--- src/rtl/vram_fetch_sched.sv ---
// Video memory scheduler: fetches the next visible row into the idle line-buffer bank during
// horizontal blank, and gives the remaining memory cycles to a host port.
module vram_fetch_sched #(
  parameter int unsigned LINE_WORDS = 200,
  parameter int unsigned V_VISIBLE  = 600,
  parameter int unsigned V_TOTAL    = 628,
  parameter int unsigned ADDR_W     = 16,
  parameter int unsigned DATA_W     = 16,
  parameter int unsigned LB_AW      = 8
) (
  input  logic              clk,
  input  logic              nrst,
  input  logic              i_hvis,
  input  logic [15:0]       i_vcount,
  output logic [ADDR_W-1:0] o_mem_addr,
  output logic              o_mem_re,
  output logic              o_mem_we,
  output logic [DATA_W-1:0] o_mem_wdata,
  input  logic [DATA_W-1:0] i_mem_rdata,
  output logic              o_lb_we,
  output logic [LB_AW-1:0]  o_lb_addr,
  output logic [DATA_W-1:0] o_lb_wdata,
  output logic              o_lb_bank,
  input  logic              i_host_req,
  input  logic              i_host_we,
  input  logic [ADDR_W-1:0] i_host_addr,
  input  logic [DATA_W-1:0] i_host_wdata,
  output logic              o_host_ack,
  output logic              o_host_rvalid,
  output logic [DATA_W-1:0] o_host_rdata,
  output logic              o_underrun
);

  typedef enum logic [1:0] {StIdle, StFetch, StDrain} state_e;

  localparam logic [LB_AW-1:0]  LastIdx   = LB_AW'(LINE_WORDS - 1);
  localparam logic [15:0]       LastLine  = 16'(V_TOTAL - 1);
  localparam logic [15:0]       VisLines  = 16'(V_VISIBLE);
  localparam logic [ADDR_W-1:0] LineStep  = ADDR_W'(LINE_WORDS);

  state_e            r_state, w_state_next;
  logic              r_hvis_d;
  logic [ADDR_W-1:0] r_base;
  logic [LB_AW-1:0]  r_idx;
  logic              r_lb_pend;
  logic [LB_AW-1:0]  r_lb_addr;
  logic              r_lb_bank;
  logic              r_underrun;
  logic              r_rvalid;

  logic              w_fall, w_rise;
  logic [15:0]       w_target;
  logic              w_start, w_abort, w_grant, w_fetch_issue;
  logic [ADDR_W-1:0] w_next_base;

  assign w_fall      = r_hvis_d & ~i_hvis;
  assign w_rise      = ~r_hvis_d & i_hvis;
  assign w_target    = (i_vcount == LastLine) ? 16'd0 : i_vcount + 16'd1;
  // Reset gating keeps every strobe quiet while nrst is held low.
  assign w_start     = nrst & w_fall & (r_state == StIdle) & (w_target < VisLines);
  assign w_next_base = (w_target == 16'd0) ? '0 : r_base + LineStep;
  assign w_abort     = w_rise & (r_state != StIdle);
  assign w_grant     = nrst & (r_state == StIdle) & ~w_start & i_host_req;
  assign w_fetch_issue = (r_state == StFetch) & ~w_abort;

  always_comb begin
    w_state_next = r_state;
    o_mem_re     = 1'b0;
    o_mem_we     = 1'b0;
    o_mem_addr   = '0;
    o_mem_wdata  = '0;
    o_host_ack   = 1'b0;
    case (r_state)
      StIdle: begin
        if (w_start) begin
          w_state_next = StFetch;
        end else if (w_grant) begin
          o_host_ack  = 1'b1;
          o_mem_re    = ~i_host_we;
          o_mem_we    = i_host_we;
          o_mem_addr  = i_host_addr;
          o_mem_wdata = i_host_we ? i_host_wdata : '0;
        end
      end
      StFetch: begin
        if (w_abort) begin
          w_state_next = StIdle;
        end else begin
          o_mem_re   = 1'b1;
          o_mem_addr = r_base + ADDR_W'(r_idx);
          if (r_idx == LastIdx) w_state_next = StDrain;
        end
      end
      StDrain: w_state_next = StIdle;
      default: w_state_next = StIdle;
    endcase
  end

  // A rise that aborts a fetch also drops the write of the word returned this cycle.
  assign o_lb_we       = r_lb_pend & ~w_abort;
  assign o_lb_addr     = o_lb_we ? r_lb_addr : '0;
  assign o_lb_wdata    = o_lb_we ? i_mem_rdata : '0;
  assign o_lb_bank     = r_lb_bank;
  assign o_underrun    = r_underrun;
  assign o_host_rvalid = r_rvalid;
  assign o_host_rdata  = r_rvalid ? i_mem_rdata : '0;

  always_ff @(posedge clk) begin
    if (!nrst) begin
      r_state    <= StIdle;
      r_hvis_d   <= 1'b1;
      r_base     <= '0;
      r_idx      <= '0;
      r_lb_pend  <= 1'b0;
      r_lb_addr  <= '0;
      r_lb_bank  <= 1'b0;
      r_underrun <= 1'b0;
      r_rvalid   <= 1'b0;
    end else begin
      r_state   <= w_state_next;
      r_hvis_d  <= i_hvis;
      r_rvalid  <= w_grant & ~i_host_we;
      r_lb_pend <= w_fetch_issue;
      if (w_start) begin
        r_base <= w_next_base;
        r_idx  <= '0;
      end else if (w_fetch_issue) begin
        r_idx <= r_idx + 1'b1;
      end
      if (w_fetch_issue) r_lb_addr <= r_idx;
      if (w_abort) r_underrun <= 1'b1;
      else if (w_rise) r_lb_bank <= ~r_lb_bank;
    end
  end

endmodule
--- config.mk ---
export PLATFORM = sky130hd
export DESIGN_NAME = vram_fetch_sched
export DESIGN_NICKNAME = d
export VERILOG_FILES = /design/src/rtl/vram_fetch_sched.sv
export SDC_FILE = /design/constraint.sdc
export NUM_CORES = 1
export LEC_CHECK = 0
export BUFFER_PORTS_ARGS = -buffer_cell sky130_fd_sc_hd__buf_2
export CORE_UTILIZATION = 45
export DETAILED_ROUTE_END_ITERATION = 10
export GPL_TIMING_DRIVEN = 0
export PLACE_DENSITY = 0.87
export SYNTH_ARGS = -nofsm -noshare
export SYNTH_HDL_FRONTEND = slang
export SYNTH_SLANG_ARGS = --single-unit
--- constraint.sdc ---
create_clock -name clk -period 2.23 [get_ports clk]
set_input_delay 0 -clock clk [delete_from_list [all_inputs] [get_ports clk]]
set_output_delay 0 -clock clk [all_outputs]
set_load 0.01 [all_outputs]
# Yosys cells after proc, flatten, opt, wreduce, memory -nomap -nowiden
# Cells that the tools add are included.
[word_totals] reg_bits=39 in_bits=69 wordCells=71
[classes] n_addsub=4 magnitude_cmp=1 n_eq_ne=5 muxes=27 bitwise=19 reduce_logical=6
[op_table] op="16-bit 2-to-1 mux" count=11
[op_table] op="16-bit one-hot mux with 2 select lines" count=1
[op_table] op="16-bit by 1-bit adder with 16-bit output (second input constant)" count=1
[op_table] op="16-bit by 8-bit adder with 16-bit output" count=1
[op_table] op="16-bit by 8-bit adder with 16-bit output (second input constant)" count=1
[op_table] op="16-bit by 10-bit equality test with 1-bit output (second input constant)" count=1
[op_table] op="16-bit logical NOT" count=1
[op_table] op="16-bit by 10-bit less-than comparator with 1-bit output (second input constant)" count=1
[op_table] op="1-bit AND" count=12
[op_table] op="1-bit 2-to-1 mux" count=9
[op_table] op="8-bit by 1-bit adder with 8-bit output (second input constant)" count=1
[op_table] op="8-bit equality test (second input constant)" count=1
[op_table] op="8-bit 2-to-1 mux" count=1
[op_table] op="1-bit NOT" count=7
[op_table] op="2-bit 2-to-1 mux" count=3
[op_table] op="2-bit one-hot mux with 2 select lines" count=1
[op_table] op="2-bit AND reduction" count=2
[op_table] op="3-bit by 2-bit != test with 1-bit output (second input constant)" count=1
[op_table] op="2-bit by 1-bit equality test with 1-bit output (second input constant)" count=1
[op_table] op="2-bit logical NOT" count=1
[op_table] op="2-bit != test (second input constant)" count=1
[op_table] op="1-bit one-hot mux with 2 select lines" count=1
[op_table] op="2-bit nonzero test" count=1
[op_table] op="2-bit OR reduction" count=1

# Longest topological paths before layout
[depth] ltp_word=11 ltp_mapped=7 depth_no_buf=7

# Worst setup path before layout
# No wires, ideal clock.
[synth_timing] kind="reg2reg" startpoint="register r_base[3]" endpoint="register r_base[13]" setup_ns=0.059 t_arrival_ns=1.973 t_required_ns=2.171 setup_slack_ns=0.197 stages_incl_launch_ff=8 path_buffers=0 period_less_slack_ns=2.033 path_cell_list="dfxtp_1 -> ha_1 -> a211oi_1 -> and2b_2 -> nand3_1 -> or4_4 -> or4b_1 -> nand2_1"
[synth_via] elab_chain_len=2
[synth_rtl] item="start, declared" line="43" rtl="logic [ADDR_W-1:0] r_base;"
[synth_rtl] item="start signal, assigned" line="125" rtl="r_base <= w_next_base;"
[synth_rtl] item="16-bit by 8-bit adder with 16-bit output" line="61" rtl="assign w_next_base = (w_target == 16'd0) ? '0 : r_base + LineStep;"
[synth_rtl] item="16-bit 2-to-1 mux" line="61"
# No other way between the ends.
# A chain may end at the register's enable or synchronous reset.

# Worst setup path after layout
[layout_timing] startpoint="register r_base[4]" endpoint="output o_mem_addr[13]"
[layout_via] elab_chain_len=3
[layout_rtl] item="16-bit by 8-bit adder with 16-bit output" line="90" rtl="o_mem_addr = r_base + ADDR_W'(r_idx);"
[layout_rtl] item="16-bit 2-to-1 mux" line="86" rtl="if (w_abort) begin"
[layout_rtl] item="16-bit one-hot mux with 2 select lines" line="73" rtl="case (r_state)"
[layout_rtl] item="end, declared" line="15" rtl="output logic [ADDR_W-1:0] o_mem_addr,"
# No other way between the ends.

==> summary.md <==
| Metric | Value |
|---|---|
| Fin crit share | 97.3% |
| Final Setup Violations | 0 |
| Hold WS | 0.0129 ns |
| Outcome | complete, no violations |
| Hold Buf Count CTS | 0 |
| Hold Vio Cnt, Final | 0 |
| Post-route ant nets | 0 |
| CP startpoint kind | flop |
| Slowest-stage cell, CP | dfxtp_2 |
| Critical Path End Type | output pin |
| Clock-pin slew on the worst setup and hold paths | 0.07 ns |
| Critical Path RT | 2.23 ns |
| GRT Util Overall | 24.8% |
| CTS H-tree depth | 2 |
| Pre-Repair DR Iteration Count | 4 |
| Leakage | 1.84 nW |
| RSZ-0062 raised after global routing | true |
| Sw Ratio | 25.5% |
| Worst-margin pin slew | 0.590 ns |
| Final Cell Area | 3660 sq um |
| Ys flop type | dfxtp_1 |
| DIE AREA | 6250 sq um |
| Critical path cell sequence | ha_4 -> a21o_1 -> a21o_1 -> a211o_1 -> nand3_1 -> xnor2_1 -> a22o_1 -> buf_2 |
| Inserted Clock Buffers | 5 |
| Hold EP | o_host_rvalid$_SDFF_PN0_ |
| CP most frequent cell | a21o_1 |
| CP max FO | 4 |
| Root buf cell | clkbuf_8 |
| Async set-reset flop share out of synthesis | 0% |
| Clock Skew | 0.00817 ns |
| CTS Buffer Depth | 2 |
| R2r startpoint | r_base[4]$_SDFFE_PN0P_ |
| Power share of the sequential group | 48.5% |
| Slew Limit Fails | 0 |
| Remaining Overflow, GRT | 0 |
| Top Ports | 148 |
| Setup TNS | 0 ns |
| Fin crit period | 2.17 ns |
| Final WL | 8.09 mm |
| R2r endpoint | r_base[13]$_SDFFE_PN0P_ |
| Routed wire per std cell | 13.9 microns |
| Number of diodes | 0 |
| Pre-CTS setup slack | -0.213 ns |
| Routed vias/inst | 5.45 |
| IO Port Bufs | 147 |
| Clk sinks | 36 |
| Fmax | 461 MHz |
| MaxCap Viol Count | 0 |
| First-pass GRT wire length | 12.6 mm |
| Internal | 0.995 mW |
| Starting Density | 47.7% |
| Layout cells sized above 1 | 37.5% |
| Yosys reg bits | 36 |
| Peak supply drop | 0.310 mV |
| Pin count of the biggest net entering global routing | 12 |
| Synth warnings | 0 |
| Clock Power Share | 36.0% |
| Post-Layout Cell Count | 582 |
| Distinct cells, synth | 52 |
| Syn_nets | 430 |
| Reg-to-reg setup timing slack | 0.07 ns |
| Sequential share of the synthesized area | 27.0% |
| Core area | 5610 sq um |
| Via count | 3169 |
| Fin nets | 585 |
| Initial antenna violation count | 0 |
| Final worst-path setup slack | 0.0613 ns |
| Gp weighted congestion | 0.920 |
| Commonest non-fill, non-tap cell in the layout | buf_2 |
| FP Rows | 27 |
| Vias in the first global route | 2843 |
| Pwr Total | 1.34 mW |
| Horiz. Die Dim | 79.1 microns |
| Post-DP Area | 3500 sq um |
| Rel. slew slack | 60.2% |
| WHS Path Cells | 2 |
| Hold Crit Start | i_host_we |
| Die height | 79.1 microns |
| Finished Core Util | 65.3% |
| Worst endpoint data arrival time | 2.17 ns |
| Placed instance count | 573 |
| Worst Hold Class | input pin to flop |
| CTS tree | built |
| 1st-iter DRT viols | 228 |
| Worst skew pair latency | 0.29 ns |
| Sw Pwr | 0.341 mW |
| Commonest non-fill, non-tap cells in the layout | 149 x buf_2, 42 x nand2_1, 41 x and2_1 |
| Pwr dens | 364 nW/um^2 |
| CP peak stage delay | 0.39 ns |
| Worst setup path class | flop to output pin |
| Synth Instances | 354 |
| Dpl hpwl | 6.28 mm |
| Post-route DRC violation count | 0 |
| Synthesized area | 2670 sq um |
| Synthesis-to-finish area growth | 37.0% |
| Number of synthesized flops with an enable pin | 0 |
| Combinational fraction of design power | 15.6% |
| Reg2Reg Depth | 7 |
| Avg Cell Area, Syn | 7.55 sq um |
[routing by layer]
metal,GRT usage [%],vias up,share of wire (%)
li1,-,1577,-
met3,3.91,14,7.3
met4,8.91,0,2.0
met5,0,-,0
met2,44.3,143,49
met1,29.9,1435,41
[cell type report]
cell class,count,area [sq um]
fill,501,1940
multi-input combinational,291,1860
timing repair buffer,149,751
sequential,36,728
buffer,22,124
tap,72,90.1
clock buffer,7,86.3
inverter,4,15.0
clock inverter,1,7.51
[registers in the layout, summed over array words and instances (netlist names)]
signal,count
r_state,2
r_base,13
r_idx,8
o_host_rvalid,1
r_hvis_d,1
r_lb_addr,8
r_lb_pend,1
o_lb_bank,1
o_underrun,1
[logic make-up after synthesis]
group,synth area share [%]
AND/OR/NAND/NOR,39.9
AO/OA/AOI/OAI,18.3
flip-flops,27.0
buffers and inverters,5.19
XOR/XNOR,5.57
adder cells (fa/ha/maj),3.28
multiplexers,0.795
[worst max path at each step]
stage | start | end | slack [ns] | depth (start not counted)
2_1_floorplan | r_base[3]$_SDFFE_PN0P_ | r_base[13]$_SDFFE_PN0P_ | 0.20 | 7
3_3_place_gp | i_vcount[2] | o_mem_re | -0.17 | 9
3_5_place_dp | i_vcount[2] | r_base[11]$_SDFFE_PN0P_ | -0.21 | 8
4_1_cts | r_idx[4]$_SDFFE_PP0P_ | o_mem_addr[8] | 0.02 | 8
5_1_grt | r_base[4]$_SDFFE_PN0P_ | o_mem_addr[13] | -0.02 | 8
6_report | r_base[4]$_SDFFE_PN0P_ | o_mem_addr[13] | 0.06 | 8
[worst max-delay path: cells and delay by family, from the launching register on]
family | cells | cell delay [ns]
AO/OA/AOI/OAI | 4 | 0.89
XOR/XNOR | 1 | 0.13
adder cells (fa/ha/maj) | 1 | 0.22
buffers and inverters | 1 | 0.13
flip-flops | 1 | 0.39
AND/OR/NAND/NOR | 1 | 0.12
[Yosys cell counts (all sizes together) (2+ instances only)]
master / instances / area (sq um)
nor3: 4 / 20.0
nor2: 25 / 93.8
xnor2: 8 / 70.1
nand2: 42 / 158
and2b: 2 / 17.5
a211oi: 2 / 15.0
ha: 7 / 87.6
and3: 21 / 133
and4: 2 / 18.8
or4b: 3 / 30.0
inv: 4 / 15.0
dfxtp: 36 / 721
xor2: 9 / 78.8
o31ai: 7 / 52.6
clkbuf: 17 / 83.8
a22o: 16 / 140
nor4: 4 / 31.3
nand3b: 3 / 22.5
or2: 2 / 12.5
nand3: 19 / 95.1
o21ai: 10 / 50.1
a31oi: 2 / 12.5
or4: 7 / 56.3
o211ai: 2 / 15.0
or3: 3 / 18.8
a21o: 5 / 38.8
buf: 6 / 40.0
nor2b: 2 / 12.5
nand4: 9 / 62.6
and2: 41 / 257
a21oi: 23 / 115
[power groups by stage]
stage / Clock (mW) / Combinational, mW / Sequential (mW)
2_1_floorplan: 0 / 0.0876 / 0.663
3_3_place_gp: 0 / 0.197 / 0.663
3_5_place_dp: 0 / 0.203 / 0.663
4_1_cts: 0.485 / 0.206 / 0.648
5_1_grt: 0.510 / 0.228 / 0.648
6_report: 0.480 / 0.208 / 0.647
[timing repair]
item                       CTS  global route
pin swaps                    3             2
resized for setup           10            10
hold endpoints to repair     0             0
buffers inserted             1             1
setup endpoints to repair   35            30
No activity file was read; power rests on OpenSTA's default activity.
